$ cat config.mk
export PLATFORM = sky130hd
export DESIGN_NAME = seg_scan_ctrl
export DESIGN_NICKNAME = d
export VERILOG_FILES = /design/src/rtl/seg_scan_ctrl.sv
export SDC_FILE = /design/constraint.sdc
export NUM_CORES = 1
export LEC_CHECK = 0
export CELL_PAD_IN_SITES_DETAIL_PLACEMENT = 1
export CELL_PAD_IN_SITES_GLOBAL_PLACEMENT = 1
export CORE_ASPECT_RATIO = 1.1
export CORE_MARGIN = 4
export CORE_UTILIZATION = 30
export DETAILED_ROUTE_END_ITERATION = 6
export GPL_TIMING_DRIVEN = 0
export PLACE_DENSITY_LB_ADDON = 0.1
export SYNTH_ARGS = -nofsm -noshare
export SYNTH_HDL_FRONTEND = slang
export SYNTH_SLANG_ARGS = --single-unit
$ cat constraint.sdc
create_clock -name clk -period 2.59 [get_ports clk]
set_clock_uncertainty 0.05 [all_clocks]
set_input_delay 0.777 -clock clk [delete_from_list [all_inputs] [get_ports clk]]
set_output_delay 0.777 -clock clk [all_outputs]
set_load 0.03 [all_outputs]
$ cat src/rtl/seg_scan_ctrl.sv
`default_nettype none
// ============================================================================
// Module   : seg_scan_ctrl
// Purpose  : Six-digit multiplexed 7-segment scan controller with per-frame
//            snapshot, blanking gap and optional digit blink
//            (blink enabled by defining SEG_SCAN_BLINK_EN).
// Revision : 1.0 - initial release
// ============================================================================
module seg_scan_ctrl #(
    parameter int unsigned CLK_DIV      = 1000,
    parameter int unsigned BLANK_CYC    = 16,
    parameter int unsigned BLINK_FRAMES = 64
) (
    input  logic        clk,
    input  logic        rst_n,
    input  logic [23:0] time_bcd,
    input  logic [5:0]  blink_mask,
    input  logic        dp_en,
    output logic [3:0]  digit_bcd,
    input  logic [7:0]  seg_data_in,
    output logic [7:0]  seg_out,
    output logic [5:0]  seg_com,
    output logic        frame_sync
);

    localparam logic [0:0]  c_st_blank   = 1'b0;
    localparam logic [0:0]  c_st_drive   = 1'b1;
    localparam logic [15:0] c_drive_last = 16'(CLK_DIV - 1);
    localparam logic [15:0] c_blank_last = 16'(BLANK_CYC - 1);

    logic [0:0]  r_state;
    logic [0:0]  w_state_nxt;
    logic [15:0] r_cnt;
    logic [2:0]  r_idx;
    logic [2:0]  w_idx_nxt;
    logic        r_start;
    logic [23:0] r_snap_time;
    logic [3:0]  r_digit;
    logic        r_frame_sync;
    logic [5:0]  r_seg_com;
    logic        r_drive_en;
    logic        r_dp_on;
    logic        w_blank_done;
    logic        w_drive_done;
    logic        w_wrap;
    logic        w_frame_load;
    logic        w_blink_hide;
    logic [5:0]  w_seg_com_nxt;
    logic        w_drive_en_nxt;
    logic        w_dp_on_nxt;

    function automatic logic [3:0] f_nibble(input logic [23:0] v, input logic [2:0] i);
        case (i)
            3'd0:    return v[3:0];
            3'd1:    return v[7:4];
            3'd2:    return v[11:8];
            3'd3:    return v[15:12];
            3'd4:    return v[19:16];
            default: return v[23:20];
        endcase
    endfunction

    assign w_blank_done = (r_state == c_st_blank) && (r_cnt == c_blank_last);
    assign w_drive_done = (r_state == c_st_drive) && (r_cnt == c_drive_last);
    assign w_wrap       = w_drive_done && (r_idx == 3'd5);
    // The first edge after reset release opens a frame just like a wrap does.
    assign w_frame_load = r_start || w_wrap;
    assign w_idx_nxt    = w_wrap ? 3'd0 : r_idx + 3'd1;

    // State register
    always_ff @(posedge clk or negedge rst_n) begin
        if (!rst_n) begin
            r_state <= c_st_blank;
        end else begin
            r_state <= w_state_nxt;
        end
    end

    // Next-state logic
    always_comb begin
        w_state_nxt = r_state;
        if (r_start) begin
            w_state_nxt = c_st_blank;
        end else if (w_blank_done) begin
            w_state_nxt = c_st_drive;
        end else if (w_drive_done) begin
            w_state_nxt = c_st_blank;
        end
    end

    // Output decode; r_idx only moves on DRIVE->BLANK, so it is already the
    // slot being entered whenever the next state is DRIVE.
    always_comb begin
        w_seg_com_nxt  = 6'b111111;
        w_drive_en_nxt = 1'b0;
        w_dp_on_nxt    = 1'b0;
        if (w_state_nxt == c_st_drive) begin
            w_seg_com_nxt  = ~(6'b000001 << r_idx);
            w_drive_en_nxt = ~w_blink_hide;
            w_dp_on_nxt    = dp_en && ((r_idx == 3'd2) || (r_idx == 3'd4));
        end
    end

    always_ff @(posedge clk or negedge rst_n) begin
        if (!rst_n) begin
            r_cnt        <= '0;
            r_idx        <= '0;
            r_start      <= 1'b1;
            r_snap_time  <= '0;
            r_digit      <= '0;
            r_frame_sync <= 1'b0;
            r_seg_com    <= 6'b111111;
            r_drive_en   <= 1'b0;
            r_dp_on      <= 1'b0;
        end else begin
            r_start      <= 1'b0;
            r_frame_sync <= w_frame_load;
            r_seg_com    <= w_seg_com_nxt;
            r_drive_en   <= w_drive_en_nxt;
            r_dp_on      <= w_dp_on_nxt;
            if (r_start || w_blank_done || w_drive_done) begin
                r_cnt <= '0;
            end else begin
                r_cnt <= r_cnt + 16'd1;
            end
            if (w_drive_done) begin
                r_idx <= w_idx_nxt;
            end
            // Digit 0 of a new frame comes straight from the input being captured.
            if (w_frame_load) begin
                r_snap_time <= time_bcd;
                r_digit     <= time_bcd[3:0];
            end else if (w_drive_done) begin
                r_digit <= f_nibble(r_snap_time, w_idx_nxt);
            end
        end
    end

`ifdef SEG_SCAN_BLINK_EN
    localparam logic [7:0] c_blink_last = 8'(BLINK_FRAMES - 1);

    logic [5:0] r_snap_mask;
    logic [7:0] r_frame_cnt;
    logic       r_blink_on;

    always_ff @(posedge clk or negedge rst_n) begin
        if (!rst_n) begin
            r_snap_mask <= '0;
            r_frame_cnt <= '0;
            r_blink_on  <= 1'b1;
        end else begin
            if (w_frame_load) begin
                r_snap_mask <= blink_mask;
            end
            if (w_wrap) begin
                if (r_frame_cnt == c_blink_last) begin
                    r_frame_cnt <= '0;
                    r_blink_on  <= ~r_blink_on;
                end else begin
                    r_frame_cnt <= r_frame_cnt + 8'd1;
                end
            end
        end
    end

    assign w_blink_hide = ~r_blink_on & r_snap_mask[r_idx];
`else
    logic w_unused_blink;
    assign w_unused_blink = ^{blink_mask, 8'(BLINK_FRAMES)};
    assign w_blink_hide   = 1'b0;
`endif

    assign digit_bcd  = r_digit;
    assign seg_com    = r_seg_com;
    assign frame_sync = r_frame_sync;
    assign seg_out    = r_drive_en ? {seg_data_in[7:1], seg_data_in[0] | r_dp_on} : 8'h00;

endmodule
`default_nettype wire

Word-level counts from Yosys, hierarchy flattened
Cells that the tools add are included.
- output and inout port bits: 19
- register bits after elaboration: 58
- input port bits: 41
- word-level logic and storage cells: 47
- shifts and indexed selects: 1
- equal/unequal tests: 9
- add/sub/neg operators: 2
- mux-type cells: 12
- bitwise operators: 3
- reduce and logical (&&, ||, !) cells: 10
- operator list (cell ; number):
    one-hot mux 4 bit (5 select lines) ; 1
    adder 16 x 1 -> 16 bit (second input constant) ; 1
    == test 16 x 10 -> 1 bit (second input constant) ; 1
    == test 16 x 4 -> 1 bit (second input constant) ; 1
    2-to-1 mux 16 bit ; 1
    == test 3 x 2 -> 1 bit (second input constant) ; 3
    == test 3 bit (second input constant) ; 3
    2-to-1 mux 4 bit ; 2
    2-to-1 mux 8 bit ; 1
    2-to-1 mux 6 bit ; 1
    NOT 6 bit ; 1
    << shifter 1 x 3 -> 6 bit (first input constant) ; 1
    2-to-1 mux 1 bit ; 5
    logical AND 1 bit ; 4
    logical OR 1 bit ; 4
    adder 3 x 1 -> 3 bit (second input constant) ; 1
    == test 3 x 1 -> 1 bit (second input constant) ; 1
    logical NOT 3 bit ; 1
    2-to-1 mux 3 bit ; 1
    nonzero test 2 bit ; 1
    NOT 1 bit ; 1
    OR 1 bit ; 1

Depth between registers and ports, before layout
Gate-level depths: netlist of run 1.
- word-level depth: 8
- mapped depth: 9
- gate-level depth less buffers: 7

Worst setup path before layout of run 1
No wires, ideal clock.
- path kind: register -> register
- start: register r_idx[0]
- end: register r_digit[1], in the netlist digit_bcd[1]
- cell stages (with the launch flop): 10
- setup time: 0.128 ns
- arrival: 1.870 ns
- data required time: 2.412 ns
- path buffers: 2
- path slack: 0.542 ns
- period minus slack after synthesis: 2.048 ns
- cells stage by stage: dfrtp_1 clkbuf_1 inv_1 ha_1 nor2b_1 clkbuf_1 a222oi_1 o21ai_0 a41oi_1 o21ai_0
- cells in the longest elaborated chain, start to end: 7
- elaborated cells between the ends (all ways): 14
- those cells by class: add/sub: 1; eq/ne: 5; mux: 4; reduce/logical: 4
- ends and longest elaborated chain (element ; line ; source):
    from (decl) ; 34 ; logic [2:0] r_idx;
    from (signal assigned) ; 127 ; r_idx <= w_idx_nxt;
    branches (longest 7 deep; another with adder 3 x 1 -> 3 bit) ; -- ;
    to (signal assigned) ; 132 ; r_digit <= time_bcd[3:0];
    to (signal assigned) ; 134 ; r_digit <= f_nibble(r_snap_time, w_idx_nxt);
    to (decl) ; 38 ; logic [3:0] r_digit;
Several ways; the timed one is not identified. The select of a mux whose other input is x is not followed.
A chain may end at the register's enable or synchronous reset.

Final worst setup path of run 1
- start: input seg_data_in[7]
- end: output seg_out[7]
- cells in the longest elaborated chain, start to end: 1
- ends and longest elaborated chain (element ; line ; source):
    from (decl) ; 20 ; input logic [7:0] seg_data_in,
    2-to-1 mux 8 bit ; 176 ; assign seg_out = r_drive_en ? {seg_data_in[7:1], seg_data_in[0] | r_dp_on} : 8'h00;
    to (decl) ; 21 ; output logic [7:0] seg_out,
Every way passes these cells.

==> results.ini, run 1 <==
[pwr]
p_sw_share_pct=21.7
power_frac_comb_pct=8.5
leakage_nw=1.55
p_switching_uw=475
p_per_area_nw_per_um2=596
p_int_mw=1.71
power_frac_seq_pct=44.6
clkPwrFrac_pct=46.9
vdd_drop_max_mv=0.205

[clocking]
cts.clk_slew.worst_paths_ns=0.06
cts-resized-gates=9
clkSinkCount=57
cts_made_buffers=9
clock_path_buffers=2
htree_levels=3
cts_hold_buf=0
cts_tree=built
cts_root_buffer=clkbuf_8
clk_latency_ns=0.33
postCtsSetupBuffers=0

[worst_setup_path]
cp_max_fo=1
endpoint=seg_out[7]
cp_data_required_time_ns=1.76
rrSetupSlack_ns=0.27
path_depth=3
start_kind=primary input
ff2ff_path_depth=8
cp-end-kind=output port
startpoint=seg_data_in[7]
rr_endpoint=digit_bcd[2]$_DFFE_PN0P_
crit_chain=clkdlybuf4s50_1 -> and2_1 -> dlygate4sd2_1
worstPathArrival_ns=1.73
crit_buf_inv=2
critPathSlowestCell=clkdlybuf4s50_1
critical_path_class=primary input to output port
slowest_delay_ns=0.45
critPathTopFamily=buffers and inverters
timing.rr.start=r_idx[0]$_DFFE_PN0P_

[global_routing]
track_usage_pct=13.2
grt_pass1_wl_um=11000
grt_overflow=0
grt_max_degree=30
antenna_found_initial=0
grt_pass1_vias=2168

[synth]
syn_area_per_cell_sq_um=11.0
syn_nets=297
synthFlopType=dfrtp_1
ys_warn_count=0
yosysSeqAreaShare_pct=52.4
netlist.area_leader.share_pct=45.6
yosysTopAreaCell=dfrtp_1
synth_edf_count=0
synthTopCellsByArea=dfrtp_1 46%, mux2_2 8.2%, dfstp_2 6.7%
ys_ff_latch=57
ys_types=43
netlist_area_sq_um=2740
syn-instance-count=250
async_flop_share_pct=100

[sta]
hold_viol=0
clock.fmax_ghz=0.391
tightest_slew_ns=0.680
fin_crit_ns=2.56
finalCritPeriodShare_pct=98.7
hold_slack_ns=0.416
rsz0062_at_grt=no
maxSlewHeadroom_pct=54.6
finalSetupTns_ns=0
setup_viol=0
slew_viol_final=0

[min_path]
hold_class=register to register
hp-start=r_cnt[0]$_DFF_PN0_

[drt]
dr.pass1.iters=5
dr_total_vias=2113
detail_route.wl_per_cell_um=15.7
ant_nets=0
via_per_inst=4.89
wl_um=6760
drc=0
first_iter_violations=51

[cells_and_area]
drive_gt1_share_pct=17.9
utilization_pct=41.3
syn2layout_area_growth_pct=33.8
diodes=0
nNetsFinal=360

[floorplan]
dieArea_sq_um=10700
pin_count=60
rows=36
core_sq_um=8870
die_w_um=99.1
chipHeight_um=108
start_util_pct=30.9

[place]
gp_congestion=0.773
numPortBuffers=53
dp_hpwl_um=5100

[run_status]
outcome=complete, no violations

[flow_run]
cap_viol_max_count=0

-- worst min-delay path by stage --
stage / endpoint / slack (ns) / cells past startpoint
2_1_floorplan: r_cnt[0]$_DFF_PN0_ / 0.37 / 1
3_3_place_gp: r_cnt[0]$_DFF_PN0_ / 0.40 / 1
3_5_place_dp: r_cnt[0]$_DFF_PN0_ / 0.41 / 1
4_1_cts: r_cnt[0]$_DFF_PN0_ / 0.42 / 1
5_1_grt: r_cnt[0]$_DFF_PN0_ / 0.44 / 1
6_report: r_cnt[0]$_DFF_PN0_ / 0.42 / 1
-- registers in the layout (all words and copies together) (netlist names) --
| register | count |
|---|---|
| r_idx | 3 |
| digit_bcd | 4 |
| r_start | 1 |
| r_snap_time | 24 |
| seg_com | 6 |
| r_dp_on | 1 |
| frame_sync | 1 |
| r_cnt | 16 |
| r_drive_en | 1 |
-- layer usage --
layer	vias to the layer above	wire length [um]	global-route usage, %
li1	1020	-	-
met1	1037	3230	17.6
met2	48	3130	20.6
met3	8	320	3.94
met4	0	80	4.39
met5	-	0	0
-- kinds of logic (layout without fill, tap and decap cells) --
family,count (synthesis),in the layout,synth area share (%)
AOI/OAI and AO/OA,41,41,10.0
xor gates and xnor gates,14,14,4.47
adders and majority gates,6,6,2.74
buffers and inverters,23,91,4.52
DFF,57,57,52.4
muxes,22,22,9.31
other,1,1,0.137
and+or+nand+nor,86,86,16.4
-- final cells by class --
cell class | instances | area [sq um]
plain buffers | 12 | 82.6
clock buffers | 11 | 141
clock inverters | 5 | 103
fillers | 1000 | 5210
inverters | 9 | 33.8
multi-input cells | 170 | 1190
flip-flops and latches | 57 | 1440
well taps | 114 | 143
repair buffers | 54 | 541
-- power by group through the flow --
stage	Combinational, mW	Sequential [mW]	Clock, mW
finish	0.186	0.975	1.03
global route	0.206	0.979	1.10
detailed placement	0.190	0.992	0
global placement	0.186	0.991	0
CTS	0.191	0.975	1.06
floorplan	0.0748	0.990	0
-- stage by stage --
stage	total power, mW	std cells	setup slack [ns]	area (sq um)
final	2.19	432	0.0349	3670
after global routing	2.28	432	0.00305	3670
after CTS	2.23	432	0.0249	3660
after detailed placement	1.18	418	-0.247	3430
after global placement	1.18	417	-1.24	3410
after floorplan	1.06	250	0.542	2740
-- cells in the final DEF (no fill, tap or decap), types with 8 or more instances in the layout --
cell type,synthesis,final
a21oi_1,9,9
and2_1,8,8
clkbuf_8,0,10
clkdlybuf4s50_1,0,44
dfrtp_1,50,49
inv_1,9,9
mux2_2,20,20
nand2_1,11,11
nand3_1,10,10
nand4_1,8,8
nor2_1,21,21
nor3_1,11,11
o21ai_0,13,13
xnor2_1,8,8
-- Yosys cell counts, types with 8 or more instances --
master / instances
and2_1: 8
a21oi_1: 9
nand4_1: 8
dfrtp_1: 50
nor2_1: 21
o21ai_0: 13
xnor2_1: 8
nor3_1: 11
nand3_1: 10
mux2_2: 20
nand2_1: 11
inv_1: 9
(Power assumes the default switching activity.)
==> run 2: changes to the inputs <==
--- a/config.mk
+++ b/config.mk
@@ -5,6 +5,7 @@
 export SDC_FILE = /design/constraint.sdc
 export NUM_CORES = 1
 export LEC_CHECK = 0
+export CAP_MARGIN = 40
 export CELL_PAD_IN_SITES_DETAIL_PLACEMENT = 1
 export CELL_PAD_IN_SITES_GLOBAL_PLACEMENT = 1
 export CORE_ASPECT_RATIO = 1.1
@@ -13,6 +14,7 @@
 export DETAILED_ROUTE_END_ITERATION = 6
 export GPL_TIMING_DRIVEN = 0
 export PLACE_DENSITY_LB_ADDON = 0.1
+export SKIP_LAST_GASP = 1
 export SYNTH_ARGS = -nofsm -noshare
 export SYNTH_HDL_FRONTEND = slang
 export SYNTH_SLANG_ARGS = --single-unit
==> run 2 against run 1 <==
Against the previous run:
- critical path depth unchanged
- critical path type unchanged
- power stayed put
- clock power is essentially flat
- largest power group unchanged
- sequential share of layout area about the same
- first-iteration DRC count stayed put
- largest cell class unchanged
- count of clock-buffer cells in the layout is the same
- critical endpoint unchanged
- via count stayed put
==> results.ini, run 2 (synthesis results as in run 1) <==
[run_status]
outcome=complete, no violations

[cells_and_area]
multi_input_area_sq_um=1190
diodes=0
drive_gt1_share_pct=17.9
syn2layout_area_growth_pct=33.9
largest_reg_flops=24
regArea_sq_um=1440
regMostFlops=r_snap_time
fillers=1001
final_common_cell=dfrtp_1
final_cell_mix=49 x dfrtp_1, 44 x clkdlybuf4s50_1, 21 x nor2_1
nNetsFinal=360

[sta]
clock.fmax_ghz=0.391
setup_viol=0
fin_crit_ns=2.56
finalCritPeriodShare_pct=98.7
slew_viol_final=0
finalSetupTns_ns=0
hold_viol=0
maxSlewHeadroom_pct=54.6
hold_slack_ns=0.416
rsz0062_at_grt=no
tightest_slew_ns=0.680
fin_ws_ns=0.0349

[pwr]
leakage_nw=1.57
power_frac_seq_pct=44.6
clkPwrFrac_pct=46.9
vdd_drop_max_mv=0.205
power_frac_comb_pct=8.5
p_int_mw=1.71
p_sw_share_pct=21.7
p_per_area_nw_per_um2=596
p_switching_uw=475

[clocking]
clock_path_buffers=2
cts.clk_slew.worst_paths_ns=0.06
cts_made_buffers=9
htree_levels=3
clk_latency_ns=0.33
cts_hold_buf=0
clkSinkCount=57
cts_root_buffer=clkbuf_8
cts_tree=built

[drt]
ant_nets=0
via_per_inst=4.89
first_iter_violations=51
detail_route.wl_per_cell_um=15.7
dr.pass1.iters=5
dr_total_vias=2113
wl_um=6770
drc=0

[worst_setup_path]
crit_buf_inv=2
crit_chain=clkdlybuf4s50_1 -> and2_1 -> dlygate4sd2_1
critical_path_class=primary input to output port
slowest_delay_ns=0.45
cp-end-kind=output port
start_kind=primary input
cp_data_required_time_ns=1.76
worstPathArrival_ns=1.73
critPathSlowestCell=clkdlybuf4s50_1
critPathTopFamily=buffers and inverters
cp_max_fo=1

[global_routing]
grt_pass1_wl_um=11000
top_usage_layer=met2
track_usage_pct=13.2
grtUsageMet2_pct=20.6
grt_max_degree=30
antenna_found_initial=0
gr-usage-met3_pct=3.94
grt_overflow=0
grt_pass1_vias=2168
grt_use_met1_pct=17.6

[place]
numPortBuffers=53
dp_hpwl_um=5100
gp_congestion=0.773
place_worst_setup_slack_ns=-0.247

[floorplan]
pin_count=60
rows=36
core_sq_um=8870
dieArea_sq_um=10700
start_util_pct=30.9
chipHeight_um=108
die_w_um=99.1

[flow_run]
cap_viol_max_count=0

[min_path]
hold_class=register to register

-- run 2: metrics by stage --
stage | utilization [%] | std cells | area, sq um | total power [mW]
CTS | 41.3 | 432 | 3660 | 2.23
global route | 41.4 | 432 | 3670 | 2.28
detailed placement | 38.6 | 418 | 3430 | 1.18
global placement | 38.5 | 417 | 3410 | 1.18
floorplan | - | 250 | 2740 | 1.06
finish | 41.4 | 432 | 3670 | 2.19
-- run 2: layer usage --
layer / part of all wire (%) / vias up / wire length, um
li1: - / 1020 / -
met1: 48 / 1037 / 3240
met2: 46 / 48 / 3130
met3: 4.6 / 8 / 312
met4: 1.2 / 0 / 80
met5: 0 / - / 0
-- run 2: path summary, 6_finish.rpt --
check                                      from  slack, ns  cells after the start                       end
min reg2reg                  r_cnt[0]$_DFF_PN0_       0.42                      1        r_cnt[0]$_DFF_PN0_
min in group asynchronous                 rst_n       0.43                      1       r_cnt[13]$_DFF_PN0_
max                              seg_data_in[7]       0.03                      3                seg_out[7]
min                          r_cnt[0]$_DFF_PN0_       0.42                      1        r_cnt[0]$_DFF_PN0_
max reg2reg                r_idx[0]$_DFFE_PN0P_       0.27                      8  digit_bcd[2]$_DFFE_PN0P_
max in group asynchronous                 rst_n       1.40                      2      seg_com[3]$_DFF_PN1_
-- run 2: what timing repair did --
item | 4_1_cts | 5_1_grt
buffers inserted | 0 | 0
resized for setup | 8 | 6
endpoints found under the setup margin | 10 | 6
-- run 2: layout make-up --
class | instances | area share [%]
multi-input combinational | 170 | 32.3
timing repair buffer | 54 | 14.8
inverter | 9 | 0.920
sequential | 57 | 39.1
buffer | 12 | 2.25
clock inverter | 5 | 2.79
clock buffer | 11 | 3.85
tap | 114 | 3.89
-- run 2: power by group through the flow --
stage | Sequential [mW] | Combinational, mW | Clock, mW
after CTS | 0.975 | 0.191 | 1.06
final | 0.975 | 0.186 | 1.03
after global placement | 0.991 | 0.186 | 0
after global routing | 0.979 | 0.206 | 1.10
after detailed placement | 0.992 | 0.190 | 0
after floorplan | 0.990 | 0.0748 | 0
==> run 3: changes to the inputs <==
--- a/config.mk
+++ b/config.mk
@@ -13,6 +13,7 @@
 export CORE_UTILIZATION = 30
 export DETAILED_ROUTE_END_ITERATION = 6
 export GPL_TIMING_DRIVEN = 0
+export MAX_ROUTING_LAYER = met4
 export PLACE_DENSITY_LB_ADDON = 0.1
 export SKIP_LAST_GASP = 1
 export SYNTH_ARGS = -nofsm -noshare
==> run 3 against run 2 <==
Against the previous run:
- count of clock-buffer cells in the layout stayed put
- first-iteration DRC count is 2.0% higher
- setup slack hardly changed
- routed wire length is 0.25% lower
- non-clock buffer count stayed put
- die area stayed put
- hold slack worse by 0.0019 ns
- core utilization stayed put
- fmax hardly changed
- via count is 0.99% lower
- combinational power hardly changed
- power hardly changed
- critical endpoint unchanged
- largest power group unchanged
==> results.ini, run 3 (synthesis results as in run 1) <==
[run_status]
outcome=complete, no violations

[drt]
ant_nets=0
detail_route.wl_per_cell_um=15.6
wl_um=6750
dr_total_vias=2092
via_per_inst=4.84
drc=0
first_iter_violations=52
dr.pass1.iters=6

[floorplan]
start_util_pct=30.9
chipHeight_um=108
die_w_um=99.1
pin_count=60
core_sq_um=8870
dieArea_sq_um=10700
rows=36

[clocking]
postCtsSetupBuffers=0
clock_path_buffers=2
cts_tree=built
clk_latency_ns=0.33
cts.clk_slew.worst_paths_ns=0.07
htree_levels=3
cts_root_buffer=clkbuf_8
cts_made_buffers=9
clkSinkCount=57

[worst_setup_path]
startpoint=seg_data_in[7]
start_kind=primary input
cp_data_required_time_ns=1.76
rrSetupSlack_ns=0.29
critical_path_class=primary input to output port
worstPathArrival_ns=1.73
cp-end-kind=output port
timing.rr.start=r_idx[0]$_DFFE_PN0P_
cp_max_fo=1

[sta]
clock.fmax_ghz=0.391
fin_crit_ns=2.56
setup_viol=0
finalCritPeriodShare_pct=98.7
rsz0062_at_grt=no
hold_viol=0
maxSlewHeadroom_pct=54.0
hold_slack_ns=0.414
tightest_slew_ns=0.690
slew_viol_final=0
fin_ws_ns=0.0349
finalSetupTns_ns=0

[cells_and_area]
drive_gt1_share_pct=17.9
diodes=0
final_cell_mix=49 x dfrtp_1, 44 x clkdlybuf4s50_1, 21 x nor2_1
finalInstanceArea_sq_um=3670
fillers=1001
final_common_cell=dfrtp_1
regMostFlops=r_snap_time
utilization_pct=41.4
syn2layout_area_growth_pct=33.9
largest_reg_flops=24
nNetsFinal=360

[min_path]
hp-start=r_cnt[0]$_DFF_PN0_
hold_class=register to register

[pwr]
p_per_area_nw_per_um2=596
leakage_nw=1.57
vdd_drop_max_mv=0.205

[place]
numPortBuffers=53
gp_congestion=0.783
dp_hpwl_um=5100
place_worst_setup_slack_ns=-0.247
postPlaceCellArea_sq_um=3430

[global_routing]
grt_pass1_wl_um=11000
grt_overflow=0
antenna_found_initial=0
grt_pass1_vias=2171
grt_max_degree=30
track_usage_pct=13.6

[flow_run]
cap_viol_max_count=0

-- run 3: cell counts in the layout (fill, tap and decap cells not counted) --
No cell type changed its count.
-- run 3: worst max-delay path: stages --
cell and delay, ns:
clkdlybuf4s50_1 0.45, and2_1 0.11, dlygate4sd2_1 0.39
-- run 3: worst paths after layout --
path	end	cells after the start
max	seg_out[7]	3
min	r_cnt[0]$_DFF_PN0_	1
max in group asynchronous	seg_com[5]$_DFF_PN1_	2
min in group asynchronous	r_cnt[13]$_DFF_PN0_	1
min reg2reg	r_cnt[0]$_DFF_PN0_	1
max reg2reg	digit_bcd[2]$_DFFE_PN0P_	8
-- run 3: final cells by class --
cell class / count / area [sq um] / share of cell area [%]
plain buffers: 12 / 82.6 / 2.25
clock buffers: 11 / 141 / 3.85
clock inverters: 5 / 103 / 2.79
inverters: 9 / 33.8 / 0.920
multi-input cells: 170 / 1190 / 32.3
flip-flops and latches: 57 / 1440 / 39.1
well taps: 114 / 143 / 3.89
repair buffers: 54 / 544 / 14.8
-- run 3: repair_timing --
action | CTS | global route
hold buffers | 0 | 0
resized for setup | 8 | 6
gates cloned | 0 | 0
endpoints found under the setup margin | 10 | 6
-- run 3: per-stage QoR --
| stage | cells | power (mW) |
|---|---|---|
| 4_1_cts | 432 | 2.23 |
| 6_report | 432 | 2.19 |
| 3_3_place_gp | 417 | 1.18 |
| 3_5_place_dp | 418 | 1.18 |
| 2_1_floorplan | 250 | 1.06 |
| 5_1_grt | 432 | 2.28 |
-- run 3: routing by layer --
layer  share of wire (%)  GRT usage [%]
met1                  48           17.6
met2                  46           20.6
met3                 4.5           3.81
met4                 1.1           4.39
met5                   0              -
-- run 3: where the power goes --
part / switching (mW) / leakage [nW] / total [mW] / internal [mW]
clock network: 0.364 / 0.120 / 1.03 / 0.664
logic: 0.0769 / 0.743 / 0.186 / 0.109
registers: 0.0344 / 0.705 / 0.974 / 0.940
